[src/rtl/traffic_monitor.sv]
// Independent lamp checker for the intersection controller: decodes lamps into a
// phase, times each phase in ticks, and latches the first rule violation.
module traffic_monitor #(
   parameter int GREEN_MIN  = 10,
   parameter int GREEN_MAX  = 31,
   parameter int YELLOW_MIN = 3,
   parameter int YELLOW_MAX = 4
) (
   input  logic       clk,
   input  logic       reset,
   input  logic       tick,
   input  logic       ns_green,
   input  logic       ns_yellow,
   input  logic       ns_red,
   input  logic       ew_green,
   input  logic       ew_yellow,
   input  logic       ew_red,
   input  logic       fault_clr,
   output logic [2:0] phase,
   output logic       phase_done,
   output logic [5:0] phase_len,
   output logic [7:0] cycle_count,
   output logic       fault,
   output logic [2:0] fault_code
);

   typedef enum logic [2:0] {UNKNOWN = 3'd0, NS_G = 3'd1, NS_Y = 3'd2, EW_G = 3'd3, EW_Y = 3'd4} phase_t;
   typedef enum logic [2:0] {F_NONE = 3'd0, F_ILLEGAL = 3'd1, F_CONFLICT = 3'd2,
                             F_SEQ = 3'd3, F_SHORT = 3'd4, F_LONG = 3'd5} fcode_t;

   phase_t     cur, obs;
   fcode_t     det;
   logic [5:0] dur;
   logic       first;
   logic       conflict;
   logic [5:0] min_v, max_v;

   function automatic phase_t succ(input phase_t p);
      case (p)
         NS_G:    succ = NS_Y;
         NS_Y:    succ = EW_G;
         EW_G:    succ = EW_Y;
         EW_Y:    succ = NS_G;
         default: succ = UNKNOWN;
      endcase
   endfunction

   // Lamp decode; UNKNOWN here means the observation is not a legal phase.
   always_comb begin
      conflict = !ns_red && !ew_red;
      case ({ns_green, ns_yellow, ns_red, ew_green, ew_yellow, ew_red})
         6'b100_001: obs = NS_G;
         6'b010_001: obs = NS_Y;
         6'b001_100: obs = EW_G;
         6'b001_010: obs = EW_Y;
         default:    obs = UNKNOWN;
      endcase
   end

   always_comb begin
      if (cur == NS_G || cur == EW_G) begin
         min_v = 6'(GREEN_MIN);
         max_v = 6'(GREEN_MAX);
      end else begin
         min_v = 6'(YELLOW_MIN);
         max_v = 6'(YELLOW_MAX);
      end
   end

   // Fault detected this cycle; branch order encodes the same-cycle priority.
   always_comb begin
      det = F_NONE;
      if (conflict)
         det = F_CONFLICT;
      else if (obs == UNKNOWN)
         det = F_ILLEGAL;
      else if (obs == cur) begin
         if (tick && !first && dur == max_v)
            det = F_LONG;
      end else if (cur != UNKNOWN && obs != succ(cur))
         det = F_SEQ;
      else if (!first && dur < min_v)
         det = F_SHORT;
   end

   assign phase = cur;

   always_ff @(posedge clk or posedge reset) begin
      if (reset) begin
         cur         <= UNKNOWN;
         dur         <= 6'd0;
         first       <= 1'b1;
         phase_done  <= 1'b0;
         phase_len   <= 6'd0;
         cycle_count <= 8'd0;
         fault       <= 1'b0;
         fault_code  <= 3'd0;
      end else begin
         phase_done <= 1'b0;
         if (conflict || obs == UNKNOWN) begin
            cur   <= UNKNOWN;
            dur   <= 6'd0;
            first <= 1'b1;
         end else if (obs == cur) begin
            if (tick && dur != 6'd63)
               dur <= dur + 6'd1;
         end else begin
            if (cur != UNKNOWN) begin
               phase_done <= 1'b1;
               phase_len  <= dur;
            end
            if (cur == EW_Y && obs == NS_G)
               cycle_count <= cycle_count + 8'd1;
            // A phase entered from UNKNOWN or out of order has no trustworthy start time.
            first <= (cur == UNKNOWN) || (det == F_SEQ);
            cur   <= obs;
            dur   <= {5'd0, tick};
         end

         if (fault_clr) begin
            fault      <= (det != F_NONE);
            fault_code <= det;
         end else if (!fault && det != F_NONE) begin
            fault      <= 1'b1;
            fault_code <= det;
         end
      end
   end

endmodule

[config.mk]
export PLATFORM = sky130hd
export DESIGN_NAME = traffic_monitor
export DESIGN_NICKNAME = d
export VERILOG_FILES = /design/src/rtl/traffic_monitor.sv
export SDC_FILE = /design/constraint.sdc
export NUM_CORES = 1
export LEC_CHECK = 0
export ABC_AREA = 1
export ABC_CLOCK_PERIOD_IN_PS = 1600
export CAP_MARGIN = 15
export CORE_MARGIN = 1.5
export CORE_UTILIZATION = 47
export CTS_BUF_LIST = sky130_fd_sc_hd__clkbuf_4 sky130_fd_sc_hd__clkbuf_8 sky130_fd_sc_hd__clkbuf_16
export DETAILED_ROUTE_END_ITERATION = 10
export GPL_TIMING_DRIVEN = 0
export PLACE_DENSITY = 0.82
export RECOVER_POWER = 50
export SETUP_SLACK_MARGIN = 0.5
export SYNTH_ARGS = -nofsm -noshare
export SYNTH_HDL_FRONTEND = slang
export SYNTH_SLANG_ARGS = --single-unit
export TNS_END_PERCENT = 1
[constraint.sdc]
create_clock -name clk -period 1.6 [get_ports clk]
set_input_delay 0.16 -clock clk [delete_from_list [all_inputs] [get_ports clk]]
set_output_delay 0.16 -clock clk [all_outputs]
set_load 0.01 [all_outputs]
=== Yosys cells after proc, flatten, opt, wreduce, memory -nomap -nowiden ===
Cells that the tools add are included.

* Bits in registers: 29
* Bits of input ports: 10
* Output and inout port bits: 22
* Word-level logic and storage cells: 78

* Add/subtract/negate cells: 2
* Order comparisons: 1
* Equality and inequality tests: 16
* Mux-type cells: 27
* Bitwise gates (word level): 2
* Reductions and logical operators: 22

{| class="wikitable"
|+ Operator list
! kind !! number
|-
| $mux 3 || 13
|-
| $pmux 3 s4 || 2
|-
| $mux 6 || 3
|-
| $eq 6x4->1 const B || 2
|-
| $eq 3x2->1 const B || 3
|-
| $add 8x1->8 const B || 1
|-
| $logic_and 1x1->1 || 8
|-
| $mux 1 || 7
|-
| $add 6x1->6 const B || 1
|-
| $eq 3x1->1 const B || 2
|-
| $eq 6x5->1 const B || 1
|-
| $eq 6x6->1 || 1
|-
| $eq 6x6->1 const B || 1
|-
| $logic_not 3->1 || 2
|-
| $lt 6x6->1 || 1
|-
| $ne 6x6->1 const B || 1
|-
| $reduce_and 3->1 || 2
|-
| $reduce_bool 3->1 || 2
|-
| $mux 5 || 1
|-
| $logic_not 1->1 || 4
|-
| $mux 4 || 1
|-
| $eq 3x3->1 || 1
|-
| $eq 3x3->1 const B || 1
|-
| $logic_or 1x1->1 || 3
|-
| 5 further kinds || 6
|}

=== Longest topological paths before layout ===
* Word-level depth: 16
* Depth in mapped cells: 15
* Gate-level depth less buffers: 15

=== Worst setup path before layout ===
No wires, ideal clock.

* Path kind: flip-flop to flip-flop
* From: register cur[1], in the netlist phase[1]
* To: register cycle_count[6]
* Library setup time: 122 ps
* Arrival: 1538 ps
* Required time: 1478 ps
* Path slack: -61 ps
* Stages on the path, launching flop included: 8
* Buffers on the path: 0
* Clock period less this slack: 1661 ps
* Cell sequence: dfrtp_1 inv_1 nand2_1 nor4_4 nand2_4 nor2_4 nand3_2 xor2_1

* Longest elaborated chain between the ends: 3
* Elaborated cells between the ends (all ways): 5
* Classes of those cells: eq/ne: 2; bitwise: 1; reduce/logical: 2

{| class="wikitable"
|+ RTL lines
! item !! line !! source
|-
| start, declared || 31 || <nowiki>phase_t cur, obs;</nowiki>
|-
| start signal, assigned || 116 || <nowiki>cur <= obs;</nowiki>
|-
| $eq 3x3->1 (on tied branches) || 112, 104 ||
|-
| $logic_and 1x1->1 or $not 1->1 (tied branches) || - ||
|-
| $reduce_and 3->1 (no source line) (*) || - ||
|-
| end signal, assigned || 113 || <nowiki>cycle_count <= cycle_count + 8'd1;</nowiki>
|-
| end, declared || 22 || <nowiki>output logic [7:0] cycle_count,</nowiki>
|}

Every way passes the cells marked *; elsewhere a longest branch is shown, timed or not.
A chain may end at the register's enable or synchronous reset.

=== Final worst setup path ===
* From: register dur[0]
* To: register dur[5]

* Longest elaborated chain between the ends: 4
* Elaborated cells between the ends (all ways): 7
* Classes of those cells: add/sub: 1; eq/ne: 2; mux: 3; reduce/logical: 1

{| class="wikitable"
|+ RTL lines
! item !! line !! source
|-
| start, declared || 33 || <nowiki>logic [5:0] dur;</nowiki>
|-
| start signal, assigned || 106 || <nowiki>dur <= dur + 6'd1;</nowiki>
|-
| start signal, assigned || 117 || <nowiki>dur <= {5'd0, tick};</nowiki>
|-
| $add 6x1->6 || 106 ||
|-
| $mux 6 || 105 || <nowiki>if (tick && dur != 6'd63)</nowiki>
|-
| $mux 6 || 104 || <nowiki>end else if (obs == cur) begin</nowiki>
|-
| $mux 6 || 100 || <nowiki>if (conflict || obs == UNKNOWN) begin</nowiki>
|}

Several ways; a longest one is shown, not always the timed one. The select of a mux whose other input is x is not followed.

==> metrics.txt <==
status finished with violations; failing checks negative setup slack; Setup crit end kind flop; max frequency 601 MHz; required time worst endpoint 1.76 ns; Via density 4.97; GPL Wtd Cong 0.884; IO Port Bufs 31; area delta synth->final 43.6%; crit path DAT 1.82 ns; drt pass-1 iters 4; number of H-tree levels 2; Clk Latency, worst-skew pair 0.27 ns; post-synth top area cell dfrtp_1; Power, Total 1730 uW; largest net degree at the start of global routing 30; post-DP HPWL 2550 um; most common cell in the synthesized netlist nand2_1; post-synthesis sequential area ratio 41.6%; width of the die 64.0 um; Syn. warnings 0; ys flop type dfrtp_1; clk sink count 29; clock skew 0.0101 ns; CTS tree done; final setup vio count 8; crit start category flop; GRT Resource Usage Total 20.5%; Synth Area per Inst 8.02 sq um; DRT Wirelength 4010 um; Routed WL per cell 12.6 um; initial antenna violation count 0; Async S/R FF share, synth 100%; Netlist cell types 27; Num CTS Buffers 5; Seq cells post-synth 29; Routed Antenna Nets 0; share of cells above drive strength 1 41.9%; first-pass GRT wire length 6560 um; commonest cells in the netlist 53 x nand2_1, 28 x dfrtp_1, 27 x inv_1; Die Area 4090 sq um; initial core utilization 50.8%; Root Driver clkbuf_8; minimum clock period 1.66 ns; Synth Instances 218; top-area cell type share of the netlist area 40.1%; final global-route overflow total 0; Core Footprint 3440 sq um; Netlist Area Pre-Place 1750 sq um; Worst Max-Slew Pin Slew 1.25 ns; RSZ-0062 raised after global routing true; VDD IR max 403 uV; Worst Hold Class in2reg; beginning of the worst hold path ns_red; Final Hold Viols 0; Finished Cell Area 2510 sq um; EDFF count, synth 0; fin nets 283; fin crit share 104%; LEAKAGE 0.00128 uW; worst-path fanout max 5; Worst-path clk slew 0.07 ns; DRC 0; max cap viols 0; Syn Nets 230; min setup slack post-route -0.0634 ns; PwrDens 688 nW/um^2; Area contributors post-synth dfrtp_1 40%, nand2_1 11%, inv_1 5.8%, nor2_1 4.7%, nand3_1 4.3%; Starting DRT DRC Count 62; final non-filler cell total 318; I/O pin total 32; vias in the first global route 1502; normalized max-slew margin 16.2%; Critical path origin dur[0]$_DFFE_PP0P_; vias post-DR 1582; critical path class reg2reg; Placed Area 2140 sq um; # placed instances 295; Final Max Slew Viols 0; Max Root-Sink Buffers 2; FP Rows 21; chip height 64.0 um; r2r startpoint dur[0]$_DFFE_PP0P_; final core occ 72.9%; Ant. Diodes 0
[through the flow]
| step | setup TNS, ns | hold WS (ns) | setup WS (ns) |
|---|---|---|---|
| 2_1_floorplan | 0 | 0.237 | 0.00477 |
| 3_3_place_gp | -10.10 | 0.453 | -0.643 |
| 3_5_place_dp | -11.75 | 0.459 | -0.698 |
| 4_1_cts | -0.217 | 0.319 | -0.0708 |
| 5_1_grt | -1.79 | 0.285 | -0.218 |
| 6_report | -0.232 | 0.261 | -0.0634 |
[repair_timing]
item,4_1_cts,5_1_grt
pin swaps,20,29
gates resized for setup,85,46
buffers inserted,11,4
hold buffers,0,0
setup endpoints to repair,76,41
[layout make-up]
type / count / area [sq um]
buffer: 1 / 11.3
clock buffer: 7 / 90.1
clock inverter: 1 / 30.0
fill: 242 / 932
inverter: 36 / 144
multi-input combinational: 152 / 1050
sequential: 29 / 734
tap: 46 / 57.6
timing repair buffer: 46 / 393
[flip-flops by register name, indices dropped and copies added (netlist names)]
register and flops:
cycle_count 8, dur 6, phase_len 6, fault_code 3
phase 3, fault 1, first 1, phase_done 1
[critical path: stages, from the launching register on]
cell and delay [ns]:
dfrtp_1 0.44, ha_2 0.22, inv_4 0.06, nor3_4 0.04
a31oi_4 0.21, nand4_1 0.17, nor3_2 0.17, xor2_1 0.16
nor2_1 0.07
[where the power goes]
| part | total (uW) | switching, uW | internal (uW) |
|---|---|---|---|
| Clock | 792 | 268 | 524 |
| Combinational | 176 | 107 | 68.6 |
| Sequential | 760 | 11.3 | 748 |
[routing by layer]
metal / vias to the layer above / part of all wire (%) / track usage, %
li1: 791 / - / -
met1: 731 / 43 / 25.7
met2: 52 / 50 / 33.9
met3: 8 / 5.0 / 4.75
met4: 0 / 2.6 / 8.42
met5: - / 0 / 0
[final timing paths]
path	end	depth (start not counted)	slack, ns
min reg2reg	fault_code[1]$_DFFE_PP0P_	2	0.46
max	dur[5]$_DFFE_PP0P_	8	-0.06
max in group asynchronous	cycle_count[2]$_DFFE_PP0P_	2	0.34
max reg2reg	dur[5]$_DFFE_PP0P_	8	-0.06
min in group asynchronous	cycle_count[3]$_DFFE_PP0P_	2	0.60
min	fault_code[1]$_DFFE_PP0P_	4	0.26
[logic make-up (layout without fill, tap and decap cells)]
logic type                 after synthesis  after routing  share of synthesized area [%]
DFF                                     29             29                           41.6
buffers and inverters                   37             91                           8.16
xor gates and xnor gates                11             11                           5.51
and+or+nand+nor                        125            125                           39.2
adders and majority gates                2              2                           1.43
AOI/OAI and AO/OA                       14             14                           4.08
[cells in the final DEF, fill, tap and decap left out, drive strengths merged]
cell | synthesis | final
dfstp | 1 | 1
clkdlybuf4s15 | 0 | 9
ha | 2 | 2
clkdlybuf4s50 | 0 | 2
xor2 | 8 | 8
clkinv | 1 | 1
dlygate4sd2 | 0 | 6
nand3 | 24 | 24
a31oi | 1 | 1
inv | 35 | 34
o21ai | 11 | 11
nor3 | 6 | 6
clkbuf | 0 | 11
nand4 | 4 | 4
buf | 1 | 24
nand2 | 60 | 60
a21oi | 2 | 2
clkinvlp | 0 | 1
nor4 | 1 | 1
dfrtp | 28 | 28
dlygate4sd3 | 0 | 1
dlymetal6s2s | 0 | 1
nor3b | 1 | 1
nor2 | 29 | 29
bufinv | 0 | 1
xnor2 | 3 | 3
(Power assumes the default switching activity.)
